`src/rtl/alu_op_sequencer.sv`:
```
// alu_op_sequencer: issues one ALU operation at a time.
// It accepts a request, drives the decoded ALU control lines for the full
// pipeline occupancy, captures the ALU result and zero flag, and returns
// them on a response handshake.
//
// state | meaning
// ------+----------------------------------------------------------------
// IDLE  | ready for a request; control lines keep their last-issued values
// WAIT  | legal op issued; down-counter runs to the result-capture edge
// DONE  | response presented; held until the consumer takes it
module alu_op_sequencer #(
  parameter int LAT   = 17,
  parameter int CNT_W = 16
) (
  input  logic             clkpos,
  input  logic             rst_n,
  input  logic             req_valid,
  output logic             req_ready,
  input  logic [2:0]       req_op,
  input  logic [1:0]       req_bsel,
  input  logic             req_asel,
  input  logic [1:0]       req_osel,
  input  logic [15:0]      alu_result,
  input  logic             alu_zero,
  output logic             alu_control0,
  output logic             alu_control1,
  output logic             sub,
  output logic             stl,
  output logic             adder_cin,
  output logic             b_mux0,
  output logic             b_mux1,
  output logic             a_mux,
  output logic             mux3_0,
  output logic             mux3_1,
  output logic             rsp_valid,
  input  logic             rsp_ready,
  output logic [15:0]      rsp_data,
  output logic             rsp_zero,
  output logic             rsp_err,
  output logic             busy,
  output logic [CNT_W-1:0] op_count
);

  typedef enum logic [1:0] {
    IDLE = 2'd0,
    WAIT = 2'd1,
    DONE = 2'd2
  } state_t;

  // The accept edge loads LAT-1 so that the counter reads zero on edge E+LAT.
  localparam logic [7:0] CNT_LOAD = 8'(LAT - 1);

  state_t           state, state_nxt;
  logic [7:0]       cnt, cnt_nxt;
  // {alu_control1, alu_control0, sub, stl, adder_cin, b_mux1, b_mux0, a_mux, mux3_1, mux3_0}
  logic [9:0]       ctrl, ctrl_nxt;
  logic             rsp_valid_nxt, rsp_zero_nxt, rsp_err_nxt;
  logic [15:0]      rsp_data_nxt;
  logic [CNT_W-1:0] op_count_nxt;

  logic [1:0]       dec_alu;
  logic             dec_sub, dec_stl, dec_cin, dec_legal;

  // Opcode decode onto the static ALU lines; 110 and 111 are illegal.
  always_comb begin
    dec_alu   = 2'b00;
    dec_sub   = 1'b0;
    dec_stl   = 1'b0;
    dec_cin   = 1'b0;
    dec_legal = 1'b1;
    case (req_op)
      3'b000: dec_alu = 2'b00;
      3'b001: dec_alu = 2'b01;
      3'b010: dec_alu = 2'b10;
      3'b011: begin
        dec_alu = 2'b10;
        dec_cin = 1'b1;
      end
      3'b100: begin
        dec_alu = 2'b10;
        dec_sub = 1'b1;
        dec_cin = 1'b1;
      end
      3'b101: begin
        dec_alu = 2'b11;
        dec_stl = 1'b1;
        dec_cin = 1'b1;
      end
      default: dec_legal = 1'b0;
    endcase
  end

  // Next-state and next-register values; everything holds unless changed.
  always_comb begin
    state_nxt     = state;
    cnt_nxt       = cnt;
    ctrl_nxt      = ctrl;
    rsp_valid_nxt = rsp_valid;
    rsp_data_nxt  = rsp_data;
    rsp_zero_nxt  = rsp_zero;
    rsp_err_nxt   = rsp_err;
    op_count_nxt  = op_count;
    case (state)
      IDLE: begin
        if (req_valid) begin
          if (dec_legal) begin
            ctrl_nxt  = {dec_alu, dec_sub, dec_stl, dec_cin, req_bsel, req_asel, req_osel};
            cnt_nxt   = CNT_LOAD;
            state_nxt = WAIT;
          end else begin
            // Illegal op answers immediately and leaves the ALU lines alone.
            rsp_err_nxt   = 1'b1;
            rsp_data_nxt  = 16'h0000;
            rsp_zero_nxt  = 1'b0;
            rsp_valid_nxt = 1'b1;
            state_nxt     = DONE;
          end
        end
      end
      WAIT: begin
        if (cnt == 8'd0) begin
          rsp_data_nxt  = alu_result;
          rsp_zero_nxt  = alu_zero;
          rsp_err_nxt   = 1'b0;
          rsp_valid_nxt = 1'b1;
          state_nxt     = DONE;
        end else begin
          cnt_nxt = cnt - 8'd1;
        end
      end
      DONE: begin
        if (rsp_ready) begin
          rsp_valid_nxt = 1'b0;
          op_count_nxt  = op_count + CNT_W'(1);
          state_nxt     = IDLE;
        end
      end
      default: state_nxt = IDLE;
    endcase
  end

  // State and datapath registers with synchronous active-low reset.
  always_ff @(posedge clkpos) begin
    if (!rst_n) begin
      state     <= IDLE;
      cnt       <= 8'd0;
      ctrl      <= 10'd0;
      rsp_valid <= 1'b0;
      rsp_data  <= 16'h0000;
      rsp_zero  <= 1'b0;
      rsp_err   <= 1'b0;
      op_count  <= '0;
    end else begin
      state     <= state_nxt;
      cnt       <= cnt_nxt;
      ctrl      <= ctrl_nxt;
      rsp_valid <= rsp_valid_nxt;
      rsp_data  <= rsp_data_nxt;
      rsp_zero  <= rsp_zero_nxt;
      rsp_err   <= rsp_err_nxt;
      op_count  <= op_count_nxt;
    end
  end

  assign req_ready = (state == IDLE);
  assign busy      = (state != IDLE);

  assign alu_control1 = ctrl[9];
  assign alu_control0 = ctrl[8];
  assign sub          = ctrl[7];
  assign stl          = ctrl[6];
  assign adder_cin    = ctrl[5];
  assign b_mux1       = ctrl[4];
  assign b_mux0       = ctrl[3];
  assign a_mux        = ctrl[2];
  assign mux3_1       = ctrl[1];
  assign mux3_0       = ctrl[0];

endmodule

```
`config.mk`:
```
export PLATFORM = sky130hd
export DESIGN_NAME = alu_op_sequencer
export DESIGN_NICKNAME = d
export VERILOG_FILES = /design/src/rtl/alu_op_sequencer.sv
export SDC_FILE = /design/constraint.sdc
export NUM_CORES = 1
export LEC_CHECK = 0
export BUFFER_PORTS_ARGS = -buffer_cell sky130_fd_sc_hd__buf_2
export CAP_MARGIN = 20
export CORE_ASPECT_RATIO = 0.9
export CORE_MARGIN = 8
export CORE_UTILIZATION = 39
export DETAILED_ROUTE_END_ITERATION = 6
export SLEW_MARGIN = 15
export SYNTH_ARGS = -nofsm -noshare
export SYNTH_HDL_FRONTEND = slang
export SYNTH_SLANG_ARGS = --single-unit
```
`constraint.sdc`:
```
create_clock -name clkpos -period 2.1 [get_ports clkpos]
set_input_delay 0.21 -clock clkpos [delete_from_list [all_inputs] [get_ports clkpos]]
set_output_delay 0.21 -clock clkpos [all_outputs]
set_load 0.05 [all_outputs]
```
* Word-level counts from Yosys, hierarchy flattened
Cells that the tools add are included.
Storage, ports and cells: register bits after elaboration 55, input bits 29, output and inout port bits 47, word-level logic and storage cells 67
Operators by class: add/subtract/negate cells 2, equality and inequality tests 13, multiplexer cells 29, reduce and logical (&&, ||, !) cells 15
Operators with widths (count):
- $mux 16 | 3
- $pmux 16 s2 | 1
- $mux 8 | 3
- $add 16x1->16 const B | 1
- $pmux 8 s2 | 1
- $mux 1 | 12
- $pmux 2 s3 | 2
- $ne 2x2->1 const B | 5
- $logic_not 8->1 | 1
- $mux 2 | 4
- $reduce_and 4->1 | 2
- $sub 8x1->8 const B | 1
- $eq 3x2->1 const B | 2
- $eq 3x3->1 const B | 2
- $reduce_and 3->1 | 2
- $reduce_or 3->1 | 2
- $reduce_or 6->1 | 1
- $reduce_and 5->1 | 1
- $pmux 1 s2 | 2
- $reduce_bool 2->1 | 2
- $eq 3x1->1 const B | 1
- $logic_not 3->1 | 1
- $pmux 1 s3 | 1
- $reduce_bool 3->1 | 1
- 5 further kinds | 5

* Longest topological paths before layout
depth after elaboration 6, gate-level depth with buffers 8

* Least setup slack after synthesis
Ideal clock, no wire load.
path type reg2reg, from register op_count[3], to register op_count[15], data arrival time 1.982 ns, data required time 2.030 ns, slack 0.047 ns, stages on the path, launching flop included 5, buffers on the path 0, clock period less this slack 2.053 ns, path through dfxtp_1 > nand4_1 > or4_4 > or3_1 > a21oi_1
On the way: longest elaborated chain between the ends 1
Ends and longest elaborated chain:
- from (decl) | line 41 | output logic [CNT_W-1:0] op_count
- from (signal assigned) | line 161 | op_count <= op_count_nxt;
- $add 16x1->16 | line 134 | op_count_nxt = op_count + CNT_W'(1);
Every way passes these cells. A chain may end at the register's enable or synchronous reset.

* Final worst setup path
from register state[1], to register op_count[15]
On the way: longest elaborated chain between the ends 2
Ends and longest elaborated chain:
- from (decl) | line 53 | state_t state, state_nxt;
- from (signal assigned) | line 154 | state <= state_nxt;
- $eq 2x2->1 | line 103 | case (state)
- $reduce_and 2->1 (no line)
Every way passes these cells.

==> results by group <==
Logic synthesis
  • Syn Std Cell Area: 2320 um2
  • Mapped Cells: 249
  • Number of synthesized flops with an enable pin: 0
  • Synth warn: 0
  • Synth top area cells: dfxtp_1, a22o_1, nor2_1, a21oi_1, nand2_1
  • Library cells used by synthesis: 47
  • Most common cell in the netlist: dfxtp_1
  • Post-synth top area share: 47.4%
  • Yosys reg bits: 55
  • Main synth FF type: dfxtp_1
  • Synth Area per Inst: 9.33 um2
  • Sequential share of the synthesized area: 47.4%
  • Cell taking the most area after synthesis: dfxtp_1
  • Asr flop ratio synth: 0%
  • Syn nets: 281
  • Top cell types by occurrence after synthesis: dfxtp_1, nor2_1, nand2_1, a21oi_1, a22o_1

STA
  • Tmin final: 1.89 ns
  • Max Clk Rate: 528 MHz
  • Slew @ Worst Pin: 0.448 ns
  • Post-Route Skew: 0.00530 ns
  • Final worst-path cycle share: 90.2%
  • Worst-case headroom to the max-slew limit: 70.1%
  • Hold Fails Final Rpt: 0
  • Final setup viols: 0
  • Final slew viol count: 0
  • RSZ-0062 raised after global routing: no
  • Setup TNS: 0 ns

Routing
  • DRT iter0 DRCs: 69
  • Vias per cell: 5.09
  • Vias: 1992
  • WL/cell: 13.6 um
  • Drt total wl: 5330 um
  • Residual DRC: 0
  • Final ANT Viol Nets: 0
  • DR pass1 iterations: 4

Floorplan
  • Die Ht: 89.2 um
  • Die Width: 97.3 um
  • Site row count: 26
  • Initial Util: 40.6%
  • I/O pins: 76
  • CORE AREA: 5730 um2
  • Die area: 8680 um2

Cells and area
  • FF/Latch Area: 1100 um2
  • Net count, final: 353
  • Ant. Diodes: 0
  • P&R area growth vs syn: 21.8%
  • Area of the multi-input gates: 1120 um2
  • Fin cells: 391
  • Layout fillers: 560
  • Share of cells above drive strength 1: 29.6%

Global route
  • Initial antenna violation count: 0
  • Largest net degree at the start of global routing: 31
  • Total global-route track usage: 12.3%
  • Grt total ovfl: 0
  • First-pass GRT wire length: 9030 um
  • Number of global-route vias before repair: 1887

Clock tree
  • CTS tree: built
  • CTS Buf Count: 5
  • Clock-pin slew on the worst setup and hold paths: 0.09 ns
  • Clk buf depth: 2
  • Worst skew pair latency: 0.30 ns
  • CTS Hold Buffers Added: 0
  • Post-CTS resize count: 0
  • Root buffer selected by CTS: clkbuf_8
  • Total clock sinks: 55
  • Postcts setup bufs: 0
  • CTS H-tree depth: 2

Power
  • Leak Pwr: 1.30 nW
  • PD cells: 787 nW/um2
  • VDD IR-drop max: 451 uV

Placement
  • Placed Cells: 384
  • Final HPWL DP: 3870 um
  • GPL Wtd Cong: 0.797
  • IO Port Bufs: 75

Job
  • Max-cap viol count: 0

Worst setup path
  • CP max FO: 10
  • Critical Path End Type: flip-flop
  • Worst EP required: 2.33 ns
  • Setup CP Type: flip-flop to flip-flop
  • Startpoint Class: flip-flop
  • Crit path DAT: 2.12 ns

Worst hold path
  • Hold Crit Class: input port to flip-flop

Status
  • Status: finished clean
## cell type report
cell class,instances,share of cell area (%)
clock inverter,1,0.177
clock buffer,6,2.92
sequential,55,38.9
tap,70,3.10
timing repair buffer,79,14.3
inverter,7,0.929
multi-input combinational,173,39.6
## per-layer routing
layer	GRT usage [%]	vias to the layer above	routed length, um
met5	0	-	0
met4	3.30	0	19
met3	4.79	2	414
met2	18.7	60	2240
met1	15.9	896	2660
li1	-	1034	-
## power breakdown
| part | internal [mW] | switching (mW) |
|---|---|---|
| sequential | 1.10 | 0.0461 |
| combinational | 0.155 | 0.344 |
| clock | 0.260 | 0.322 |
| total | 1.51 | 0.712 |
## cell usage in the layout (no fill, tap or decap), types with 2 or more instances in the layout
cell / Yosys / layout
a21oi_1: 19 / 19
a211oi_1: 2 / 2
nor2_1: 26 / 26
clkbuf_8: 0 / 6
xnor2_1: 6 / 6
nand2_1: 22 / 22
nand4_1: 5 / 5
a32oi_1: 2 / 2
inv_1: 7 / 7
nor3_1: 7 / 7
buf_2: 7 / 75
buf_4: 0 / 4
nand2b_1: 4 / 4
mux2i_1: 5 / 5
or4_1: 3 / 3
a22o_1: 18 / 17
ha_1: 3 / 3
nand3_1: 9 / 9
xor2_1: 7 / 7
or3_1: 6 / 6
o21ai_0: 5 / 5
dfxtp_1: 55 / 55
## cell families (layout without fill, tap and decap cells)
group / after synthesis / count (layout) / share of synthesized area [%]
AOI/OAI and AO/OA: 53 / 53 / 15.7
xor gates and xnor gates: 13 / 13 / 4.90
adders and majority gates: 3 / 3 / 1.62
buffers and inverters: 21 / 93 / 4.42
DFF: 55 / 55 / 47.4
muxes: 6 / 6 / 2.64
and+or+nand+nor: 98 / 98 / 23.3
## flip-flops by register name, indices dropped and copies added (netlist names)
register   count
ctrl          10
rsp_err        1
op_count      16
state          2
cnt            8
rsp_data      16
rsp_zero       1
rsp_valid      1
## stage by stage
step	hold slack [ns]	power, mW	setup WS [ns]	util, %	cell area, um2
detailed placement	0.424	1.67	0.162	47.8	2740
CTS	0.106	2.26	0.143	49.4	2830
global placement	0.420	1.67	0.234	47.8	2740
global route	0.108	2.34	0.108	49.4	2830
finish	0.116	2.22	0.206	49.4	2830
floorplan	0.335	1.56	0.0473	-	2320
## critical path, stage by stage, from the launching register on
cell and delay (ns):
dfxtp_1 0.56, nand3b_4 0.18, or4_4 0.59, or3_1 0.35, a21oi_1 0.14
## worst paths after layout
path / slack, ns / cells after the start / startpoint / endpoint
hold reg to reg: 0.45 / 2 / ctrl[4]$_SDFFE_PN0P_ / ctrl[4]$_SDFFE_PN0P_
setup reg to reg: 0.21 / 4 / state[1]$_SDFFE_PN0P_ / op_count[15]$_SDFFE_PN0P_
setup / recovery: 0.21 / 4 / state[1]$_SDFFE_PN0P_ / op_count[15]$_SDFFE_PN0P_
hold / removal: 0.12 / 2 / alu_result[13] / rsp_data[13]$_SDFFE_PN0P_
No activity file was read; power rests on OpenSTA's default activity.
